<file path="src/rtl/if_fetch_pkg.sv">
// Shared constants and state encoding for the instruction-fetch stage.
package if_fetch_pkg;

    localparam logic [31:0] NOP_INST  = 32'h0000_0013;
    localparam logic [31:0] ZERO_WORD = 32'h0000_0000;

    localparam int STALL_PC = 0;
    localparam int STALL_IF = 1;

    typedef enum logic [1:0] {
        IF_IDLE = 2'd0,
        IF_WAIT = 2'd1,
        IF_HOLD = 2'd2
    } if_state_e;

endpackage

</file>
<file path="src/rtl/if_fetch_if.sv">
// Instruction-memory request/response bus between the fetch stage and memory.
interface if_fetch_if #(
    parameter int ADDR_W = 32,
    parameter int INST_W = 32
);
    logic              mem_req;
    logic [ADDR_W-1:0] mem_addr;
    logic              mem_ack;
    logic [INST_W-1:0] mem_rdata;

    modport master (output mem_req, output mem_addr, input mem_ack, input mem_rdata);
    modport slave  (input mem_req, input mem_addr, output mem_ack, output mem_rdata);
endinterface

</file>
<file path="src/rtl/if_watchdog.sv">
// Wait-cycle counter for an outstanding fetch; flags expiry on the MAX_WAIT-th unacked cycle.
module if_watchdog #(
    parameter int unsigned MAX_WAIT = 255
) (
    input  logic clk,
    input  logic rst,
    input  logic i_start,
    input  logic i_tick,
    output logic o_expire
);
    localparam logic [7:0] LIMIT = 8'(MAX_WAIT - 1);

    logic [7:0] r_cnt;

    always_ff @(posedge clk or posedge rst) begin
        if (rst)          r_cnt <= '0;
        else if (i_start) r_cnt <= '0;
        else if (i_tick)  r_cnt <= r_cnt + 8'd1;
    end

    assign o_expire = i_tick && (r_cnt == LIMIT);
endmodule

</file>
<file path="src/rtl/if_fetch.sv">
// Instruction-fetch stage: one memory request per PC, kill on redirect, hold under IF/ID stall.
// Optional macro IF_FETCH_TIMEOUT_EN adds a watchdog and sticky timeout_o output.
module if_fetch
    import if_fetch_pkg::*;
#(
    parameter int          ADDR_W   = 32,
    parameter int          INST_W   = 32,
    parameter int unsigned MAX_WAIT = 255
) (
    input  logic              clk,
    input  logic              rst,
    input  logic [ADDR_W-1:0] pc_i,
    input  logic              ce_i,
    input  logic [5:0]        stall,
    input  logic              flush_i,
    if_fetch_if.master        mem,
    output logic [ADDR_W-1:0] if_pc_o,
    output logic [INST_W-1:0] if_inst_o,
    output logic              if_valid_o,
    output logic              stallreq_o
`ifdef IF_FETCH_TIMEOUT_EN
    ,
    output logic              timeout_o
`endif
);
    if_state_e         r_state;
    logic              r_kill;
    logic              r_req;
    logic [ADDR_W-1:0] r_addr;
    logic [ADDR_W-1:0] r_if_pc;
    logic [INST_W-1:0] r_if_inst;
    logic              r_valid;
    logic [ADDR_W-1:0] r_buf_pc;
    logic [INST_W-1:0] r_buf_inst;
    logic              w_expire;
    logic              w_unused;

    assign mem.mem_req  = r_req;
    assign mem.mem_addr = r_addr;
    assign if_pc_o      = r_if_pc;
    assign if_inst_o    = r_if_inst;
    assign if_valid_o   = r_valid;

    // Drops in the ack cycle so the PC register advances on that same edge.
    assign stallreq_o = ((r_state == IF_WAIT) && !mem.mem_ack) || (r_state == IF_HOLD);

`ifdef IF_FETCH_TIMEOUT_EN
    logic w_start;
    logic w_tick;
    logic r_timeout;

    assign w_start = (r_state == IF_IDLE) && ce_i && !flush_i;
    assign w_tick  = (r_state == IF_WAIT) && !mem.mem_ack;

    if_watchdog #(.MAX_WAIT(MAX_WAIT)) u_wdog (
        .clk      (clk),
        .rst      (rst),
        .i_start  (w_start),
        .i_tick   (w_tick),
        .o_expire (w_expire)
    );

    always_ff @(posedge clk or posedge rst) begin
        if (rst)           r_timeout <= 1'b0;
        else if (w_expire) r_timeout <= 1'b1;
    end

    assign timeout_o = r_timeout;
    assign w_unused  = ^{stall[5:2], stall[STALL_PC]};
`else
    assign w_expire = 1'b0;
    assign w_unused = ^{stall[5:2], stall[STALL_PC], (MAX_WAIT != 0)};
`endif

    always_ff @(posedge clk or posedge rst) begin
        if (rst) begin
            r_state    <= IF_IDLE;
            r_kill     <= 1'b0;
            r_req      <= 1'b0;
            r_addr     <= '0;
            r_if_pc    <= '0;
            r_if_inst  <= INST_W'(NOP_INST);
            r_valid    <= 1'b0;
            r_buf_pc   <= '0;
            r_buf_inst <= INST_W'(ZERO_WORD);
        end else begin
            // Delivery is a single-cycle pulse; NOP whenever nothing is delivered.
            r_valid   <= 1'b0;
            r_if_inst <= INST_W'(NOP_INST);
            case (r_state)
                IF_IDLE: begin
                    if (ce_i && !flush_i) begin
                        r_req   <= 1'b1;
                        r_addr  <= pc_i;
                        r_state <= IF_WAIT;
                    end else begin
                        r_req <= 1'b0;
                    end
                end
                IF_WAIT: begin
                    if (w_expire) begin
                        r_req   <= 1'b0;
                        r_kill  <= 1'b0;
                        r_state <= IF_IDLE;
                    end else if (mem.mem_ack) begin
                        r_req <= 1'b0;
                        if (r_kill || flush_i) begin
                            r_kill  <= 1'b0;
                            r_state <= IF_IDLE;
                        end else if (!stall[STALL_IF]) begin
                            r_if_pc   <= r_addr;
                            r_if_inst <= mem.mem_rdata;
                            r_valid   <= 1'b1;
                            r_state   <= IF_IDLE;
                        end else begin
                            r_buf_pc   <= r_addr;
                            r_buf_inst <= mem.mem_rdata;
                            r_state    <= IF_HOLD;
                        end
                    end else if (flush_i) begin
                        // Request stays on the bus; the response is dropped when it lands.
                        r_kill <= 1'b1;
                    end
                end
                IF_HOLD: begin
                    if (flush_i) begin
                        r_state <= IF_IDLE;
                    end else if (!stall[STALL_IF]) begin
                        r_if_pc   <= r_buf_pc;
                        r_if_inst <= r_buf_inst;
                        r_valid   <= 1'b1;
                        r_state   <= IF_IDLE;
                    end
                end
                default: r_state <= IF_IDLE;
            endcase
        end
    end
endmodule

</file>
<file path="src/flat_wrapper.sv">
// flat-port wrapper written by rule: the top's interface ports become plain ports
module if_fetch_flat import if_fetch_pkg::*;
#(
    parameter int          ADDR_W   = 32,
    parameter int          INST_W   = 32,
    parameter int unsigned MAX_WAIT = 255
)
  (clk, rst, pc_i, ce_i, stall, flush_i, if_pc_o, if_inst_o, if_valid_o, stallreq_o, mem_mem_req, mem_mem_addr, mem_mem_ack, mem_mem_rdata);
  if_fetch_if #(.ADDR_W(ADDR_W), .INST_W(INST_W)) mem_i ();
  input  logic clk;
  input  logic rst;
  input  logic [ADDR_W-1:0] pc_i;
  input  logic ce_i;
  input  logic [5:0] stall;
  input  logic flush_i;
  output logic [ADDR_W-1:0] if_pc_o;
  output logic [INST_W-1:0] if_inst_o;
  output logic if_valid_o;
  output logic stallreq_o;
  output wire logic [$bits(mem_i.mem_req)-1:0] mem_mem_req;
  output wire logic [$bits(mem_i.mem_addr)-1:0] mem_mem_addr;
  input wire logic [$bits(mem_i.mem_ack)-1:0] mem_mem_ack;
  input wire logic [$bits(mem_i.mem_rdata)-1:0] mem_mem_rdata;
  assign mem_mem_req = mem_i.mem_req;
  assign mem_mem_addr = mem_i.mem_addr;
  assign mem_i.mem_ack = mem_mem_ack;
  assign mem_i.mem_rdata = mem_mem_rdata;
  if_fetch #(.ADDR_W(ADDR_W), .INST_W(INST_W), .MAX_WAIT(MAX_WAIT)) u_core (.clk(clk), .rst(rst), .pc_i(pc_i), .ce_i(ce_i), .stall(stall), .flush_i(flush_i), .mem(mem_i), .if_pc_o(if_pc_o), .if_inst_o(if_inst_o), .if_valid_o(if_valid_o), .stallreq_o(stallreq_o));
endmodule
</file>
<file path="config.mk">
export PLATFORM = sky130hd
export DESIGN_NAME = if_fetch_flat
export DESIGN_NICKNAME = d
export VERILOG_FILES = /design/src/rtl/if_fetch_pkg.sv /design/src/rtl/if_fetch_if.sv /design/src/rtl/if_watchdog.sv /design/src/rtl/if_fetch.sv /design/src/flat_wrapper.sv
export SDC_FILE = /design/constraint.sdc
export NUM_CORES = 1
export LEC_CHECK = 0
export ABC_AREA = 1
export ABC_CLOCK_PERIOD_IN_PS = 6200
export BUFFER_PORTS_ARGS = -buffer_cell sky130_fd_sc_hd__buf_2
export CAP_MARGIN = 20
export CELL_PAD_IN_SITES_DETAIL_PLACEMENT = 1
export CELL_PAD_IN_SITES_GLOBAL_PLACEMENT = 1
export CORE_MARGIN = 3
export CORE_UTILIZATION = 39
export DETAILED_ROUTE_END_ITERATION = 8
export GPL_TIMING_DRIVEN = 1
export PLACE_DENSITY = 0.8
export SLEW_MARGIN = 40
export SYNTH_ARGS = -nofsm -noshare
export SYNTH_HDL_FRONTEND = slang
export SYNTH_SLANG_ARGS = --single-unit
</file>
<file path="constraint.sdc">
create_clock -name clk -period 6.2 [get_ports clk]
set_input_delay 0.93 -clock clk [delete_from_list [all_inputs] [get_ports clk]]
set_output_delay 0.93 -clock clk [all_outputs]
set_load 0.03 [all_outputs]
</file>
==> flow_summary_export.csv, run 1 <==
group,metric,value,unit
cts,post_cts_buffers,0,
cts,htreeDepth,4,
place,post-dp-hpwl,11750,um
final_layout,num-nets-final,1000,
global_route,grt_max_degree,77,
setup_path,critPathKind,"reg2out",
run,maxCapViolCount,0,
global_route,grt_use_met1,25.22,%
floorplanning,start_util,39.85,%
place,gp_congestion,0.7082,
timing,layout_setup_ws,3034,ps
setup_path,arrival,2240,ps
drt,wirelength,18530,um
final_layout,fillers,2100,
timing,rsz0062_at_grt,"false",
floorplanning,die-area,0.01937,mm^2
drt,antenna_left,0,
drt,first_pass_iters,4,
drt,vias,5763,
final_layout,area_growth,22.11,%
timing,setup_violations,0,
global_route,antenna_found_initial,1,
drt,via_per_inst,4.968,
floorplanning,die_h,139.2,um
global_route,gr-usage-met3,5.655,%
drt,drc,0,
setup_path,crit_slowest_cell,"ha_1",
drt,drtIter0Drc,278,
setup_path,crit_family,"buffers and inverters",
pwr,cellPowerDensity,565.4,mW/mm^2
logic_synthesis,syn_inst,778,
logic_synthesis,syn_area,0.006917,mm^2
global_route,grt_most_used_layer,"met2",
pwr,p_total,0.004775,W
global_route,grt_usage,19.73,%
place,io_buffer_count,168,
timing,fin_crit,3166,ps
logic_synthesis,yosys_warnings,0,
timing,tightest_slew,763.9,ps
cts,worstSkewPairLatency,420,ps
global_route,grt_util_met2,33.60,%
global_route,grt_pass1_wl,31130,um
setup_path,worstPathRequired,5270,ps
logic_synthesis,ys_ff_latch,165,
floorplanning,die_width,139.2,um
timing,slew_headroom,49.08,%
setup_path,cp_max_fo,27,
status,outcome,"finished, final reports clean",
pwr,ir_worst_vdd,0.0002674,V
place,post-place-ws,2472,ps
setup_path,cp-end-kind,"primary output",
cts,cts_tree,"built",
setup_path,slowest_delay,470,ps
cts,cts_root_buffer,"clkbuf_16",
cts,cts.sinks,165,
logic_synthesis,synth_seq_area_share,59.75,%
timing,hold_viol_final,0,
setup_path,cp_common_cell,"nand2_1",
pwr,power.leakage,4.344,nW
timing,finClkSkew,7.168,ps
cts,postCtsHoldBufs,0,
cts,cts_resized,0,
setup_path,start_kind,"flop",
cts,cts.reportedPaths.clkPinSlew,60,ps
logic_synthesis,synth_cell_types,23,
logic_synthesis,syn_avg_cell_area,8.890,um^2
timing,clock.fmax,0.3159,GHz
setup_path,crit_chain,"inv_1, ha_1, buf_4, nand2_1, nand2_1, buf_2",
drt,wl_per_cell,15.98,um
final_layout,n_antenna_cell,0,
timing,tns,0,ps
floorplanning,rows,48,
floorplanning,ios,174,
logic_synthesis,syn-num-nets,856,
timing,report.final.slew_viol_count,0,
cts,clock_path_buffers,2,
worst_hold_path,worstHoldPathType,"reg2reg",
timing,fin_crit_sh,51.06,%
floorplanning,design.core.area,0.01736,mm^2
cts,numCtsBuffers,17,
global_route,grt_pass1_vias,6068,
global_route,overflow,0,
setup_path,critPathBufInv,3,
final_layout,drive_gt1_share,23.64,%
-- through the flow --
stage	area [um^2]	cells	hold slack, ps	util (%)
2_1_floorplan	6917	778	459.1	-
3_3_place_gp	7833	1127	449.6	45.13
3_5_place_dp	7833	1127	456.2	45.13
4_1_cts	8418	1159	473.0	48.50
5_1_grt	8446	1160	486.4	48.66
6_report	8446	1160	467.6	48.66
-- layout by cell type (no fill, tap or decap), drive strengths merged --
| master | Yosys | final |
|---|---|---|
| dfstp | 3 | 3 |
| nor2 | 38 | 38 |
| inv | 75 | 78 |
| a21oi | 69 | 69 |
| dfrtp | 162 | 162 |
| clkinvlp | 0 | 4 |
| nand2 | 208 | 208 |
| ha | 3 | 3 |
| o21ai | 99 | 99 |
| nand3 | 37 | 37 |
| nand4 | 29 | 29 |
| clkinv | 1 | 2 |
| o22ai | 1 | 1 |
| clkbuf | 11 | 22 |
| bufinv | 0 | 2 |
| buf | 42 | 178 |
-- kinds of logic after synthesis --
family,count (synthesis),share of synthesized area [%]
buffers and inverters,129,8.303
AOI/OAI and AO/OA,169,12.25
DFF,165,59.75
adders and majority gates,3,0.5427
and+or+nand+nor,312,19.16
-- worst paths after layout --
kind / from / cells past startpoint / endpoint / slack, ps
setup / recovery: u_core.r_state[1] / 6 / stallreq_o / 3030
hold / removal: u_core.if_pc_o[25] / 2 / u_core.if_pc_o[25] / 470
setup reg to reg: u_core.r_state[1] / 9 / u_core.r_buf_inst[4] / 3200
hold reg to reg: u_core.if_pc_o[25] / 2 / u_core.if_pc_o[25] / 470
max in group asynchronous: rst / 3 / u_core.r_buf_inst[30] / 4400
min in group asynchronous: rst / 2 / u_core.if_pc_o[21] / 600
-- Yosys cell counts, drive strengths merged --
cell / n / area, um^2
inv: 75 / 281.5
clkinv: 1 / 3.750
nand4: 29 / 181.4
dfrtp: 162 / 4054
nand2: 208 / 788.3
dfstp: 3 / 78.83
a21oi: 69 / 345.3
nand3: 37 / 195.2
nor2: 38 / 160.2
o21ai: 99 / 495.5
o22ai: 1 / 6.260
buf: 42 / 247.7
clkbuf: 11 / 41.29
ha: 3 / 37.54
-- layer usage --
metal | wire length (um) | part of all wire [%]
met1 | 8130 | 44
met3 | 1122 | 6.1
met4 | 156 | 0.84
met2 | 9107 | 49
met5 | 13 | 0.070
-- worst min-delay path, delay by kind of cell, from the launching register on --
kind,cells,cell delay (ps)
flip-flops,1,340
AND/OR/NAND/NOR,2,90
-- flip-flops by register name (all words and copies together) (netlist names) --
signal	count
u_core.r_buf_inst	32
u_core.r_buf_pc	32
u_core.r_state	2
u_core.mem.mem_addr	32
u_core.r_kill	1
u_core.mem.mem_req	1
u_core.if_inst_o	32
u_core.if_valid_o	1
u_core.if_pc_o	32
-- cell type report --
type,count,area [um^2],share of cell area [%]
sequential,165,4133,48.93
multi-input combinational,484,2220,26.28
timing repair buffer,178,935.9,11.08
clock buffer,22,464.2,5.496
inverter,76,290.3,3.437
tap,225,281.5,3.333
clock inverter,10,121.4,1.437
-- where the power goes --
group	switching, W	internal (W)
registers	0.000229	0.00153
clock network	0.000434	0.000618
logic	0.00143	0.000541
No activity file was read; power rests on OpenSTA's default activity.
==> run 2, diff against run 1 <==
--- a/config.mk
+++ b/config.mk
@@ -6,7 +6,7 @@
 export NUM_CORES = 1
 export LEC_CHECK = 0
 export ABC_AREA = 1
-export ABC_CLOCK_PERIOD_IN_PS = 6200
+export ABC_CLOCK_PERIOD_IN_PS = 3150
 export BUFFER_PORTS_ARGS = -buffer_cell sky130_fd_sc_hd__buf_2
 export CAP_MARGIN = 20
 export CELL_PAD_IN_SITES_DETAIL_PLACEMENT = 1
==> constraint.sdc (replaced) <==
create_clock -name clk -period 3.15 [get_ports clk]
set_input_delay 0.4725 -clock clk [delete_from_list [all_inputs] [get_ports clk]]
set_output_delay 0.4725 -clock clk [all_outputs]
set_load 0.03 [all_outputs]
==> run 2 against run 1 <==
Effect of this change:
- via count grew 0.83%
- first-iteration DRC count shrank 17%
- die area is the same
- count of clock-buffer cells in the layout shrank 2
- worst hold slack lost 350 ps
- critical path depth is the same
- sequential share of layout area shrank 0.63 points
- flip-flop and latch count is the same
- routed wire length grew 0.95%
- design area grew 1.3%
- critical path type unchanged
- highest routed layer unchanged
==> flow_summary_export.csv, run 2 (synthesized netlist as in run 1, its figures left out) <==
group,metric,value,unit
setup_path,worstPathRequired,2680,ps
timing,tightest_slew,657.2,ps
final_layout,area_growth,23.70,%
cts,cts_root_buffer,"clkbuf_16",
setup_path,timing.rr.end,"u_core.if_pc_o[24]",
timing,report.final.slew_viol_count,0,
setup_path,crit_slowest_cell,"dfrtp_1",
place,gp_congestion,0.7582,
floorplanning,rows,48,
final_layout,seqCellArea,0.004133,mm^2
final_layout,fillers,2117,
floorplanning,design.core.area,0.01736,mm^2
final_layout,num-nets-final,1005,
cts,worstSkewPairLatency,420,ps
timing,slew_headroom,56.03,%
drt,first_pass_iters,4,
drt,vias,5811,
timing,rsz0062_at_grt,"false",
drt,drc,0,
global_route,overflow,0,
cts,clock_path_buffers,2,
cts,cts_resized,0,
final_layout,multi_input_area,0.002220,mm^2
final_layout,final_common_cell,"nand2_1",
setup_path,cp_common_cell,"nand2_1",
drt,drtIter0Drc,231,
floorplanning,die_h,139.2,um
place,post-dp-hpwl,12500,um
timing,setup_violations,0,
global_route,antenna_found_initial,2,
timing,tns,0,ps
setup_path,cp-end-kind,"primary output",
timing,finClkSkew,7.553,ps
cts,htreeDepth,4,
setup_path,start_kind,"flop",
global_route,grt_max_degree,61,
cts,postCtsHoldBufs,0,
timing,fin_crit_sh,78.15,%
place,place_area,0.007914,mm^2
drt,antenna_left,0,
setup_path,slowest_delay,400,ps
cts,post_cts_buffers,0,
drt,via_per_inst,4.984,
cts,numCtsBuffers,17,
global_route,grt_usage,19.67,%
floorplanning,die-area,0.01937,mm^2
setup_path,cp_max_fo,37,
setup_path,crit_chain,"inv_1, ha_1, buf_4, nand2_1, nand2_1, buf_2",
setup_path,critPathKind,"reg2out",
place,io_buffer_count,168,
setup_path,critPathCapture,"stallreq_o",
setup_path,reg2reg_slack,1020,ps
final_layout,final_area,0.008556,mm^2
cts,cts_tree,"built",
global_route,grt_pass1_wl,30860,um
setup_path,critPathLaunch,"u_core.r_state[1]",
final_layout,drive_gt1_share,24.04,%
final_layout,most-common-layout-cells,"nand2_1 (205), buf_2 (168), dfrtp_1 (162)",
timing,hold_viol_final,0,
setup_path,rr_startpoint,"u_core.r_state[0]",
drt,wl_per_cell,16.04,um
cts,cts.reportedPaths.clkPinSlew,60,ps
floorplanning,start_util,39.85,%
timing,whs,122.0,ps
worst_hold_path,worstHoldPathType,"in2async",
cts,cts.sinks,165,
setup_path,rr_worst_depth,9,
timing,clock.fmax,0.4062,GHz
floorplanning,ios,174,
status,outcome,"finished, final reports clean",
setup_path,arrival,1990,ps
run,maxCapViolCount,0,
pwr,ir_worst_vdd,0.0004412,V
timing,fin_crit,2462,ps
pwr,cellPowerDensity,1122,mW/mm^2
pwr,power.leakage,4.394,nW
drt,wirelength,18710,um
floorplanning,die_width,139.2,um
global_route,grt_pass1_vias,5986,
## run 2: metrics by stage
| step | std cells | utilization, % | worst slack (ps) | power, W |
|---|---|---|---|---|
| after global placement | 1133 | 45.60 | 1071 | 0.007242 |
| after floorplan | 778 | - | 581.2 | 0.006204 |
| after global routing | 1165 | 49.28 | 556.9 | 0.01032 |
| final | 1166 | 49.29 | 688.4 | 0.009596 |
| after CTS | 1165 | 49.28 | 632.4 | 0.009730 |
| after detailed placement | 1133 | 45.60 | 1019 | 0.007419 |
## run 2: area by class of cell
class	instances	share of cell area (%)
antenna	1	0.02925
clock buffer	20	5.104
clock inverter	12	2.369
inverter	76	3.378
multi-input combinational	484	25.94
sequential	165	48.30
tap	225	3.290
timing repair buffer	183	11.58
## run 2: report_power, final
part	internal (W)	switching [W]	leakage (nW)
registers	0.00301	0.000444	2.02
clock network	0.00141	0.000851	0.297
logic	0.00107	0.00282	2.08
total	0.00549	0.00411	4.39
## run 2: worst min-delay path by stage
stage / from / to / depth (start not counted) / slack [ps]
after floorplan: u_core.r_buf_inst[10] / u_core.r_buf_inst[10] / 2 / 460
after detailed placement: u_core.if_pc_o[29] / u_core.if_pc_o[29] / 2 / 460
after global routing: rst / u_core.mem.mem_addr[29] / 2 / 150
final: rst / u_core.mem.mem_addr[29] / 2 / 120
after global placement: u_core.if_pc_o[2] / u_core.if_pc_o[2] / 2 / 450
after CTS: rst / u_core.mem.mem_addr[29] / 2 / 130
## run 2: critical path: cells and delay by family, from the launching register on
| kind | cells | cell delay (ps) |
|---|---|---|
| fa+ha+maj | 1 | 180 |
| buf+inv | 3 | 680 |
| flops | 1 | 400 |
| simple gates | 2 | 290 |
## run 2: layer usage
metal,track usage [%],up-vias,wire length [um]
met2,32.75,135,9164
met5,0,-,21
met3,6.241,19,1184
li1,-,2805,-
met4,4.737,4,168
met1,25.19,2848,8169
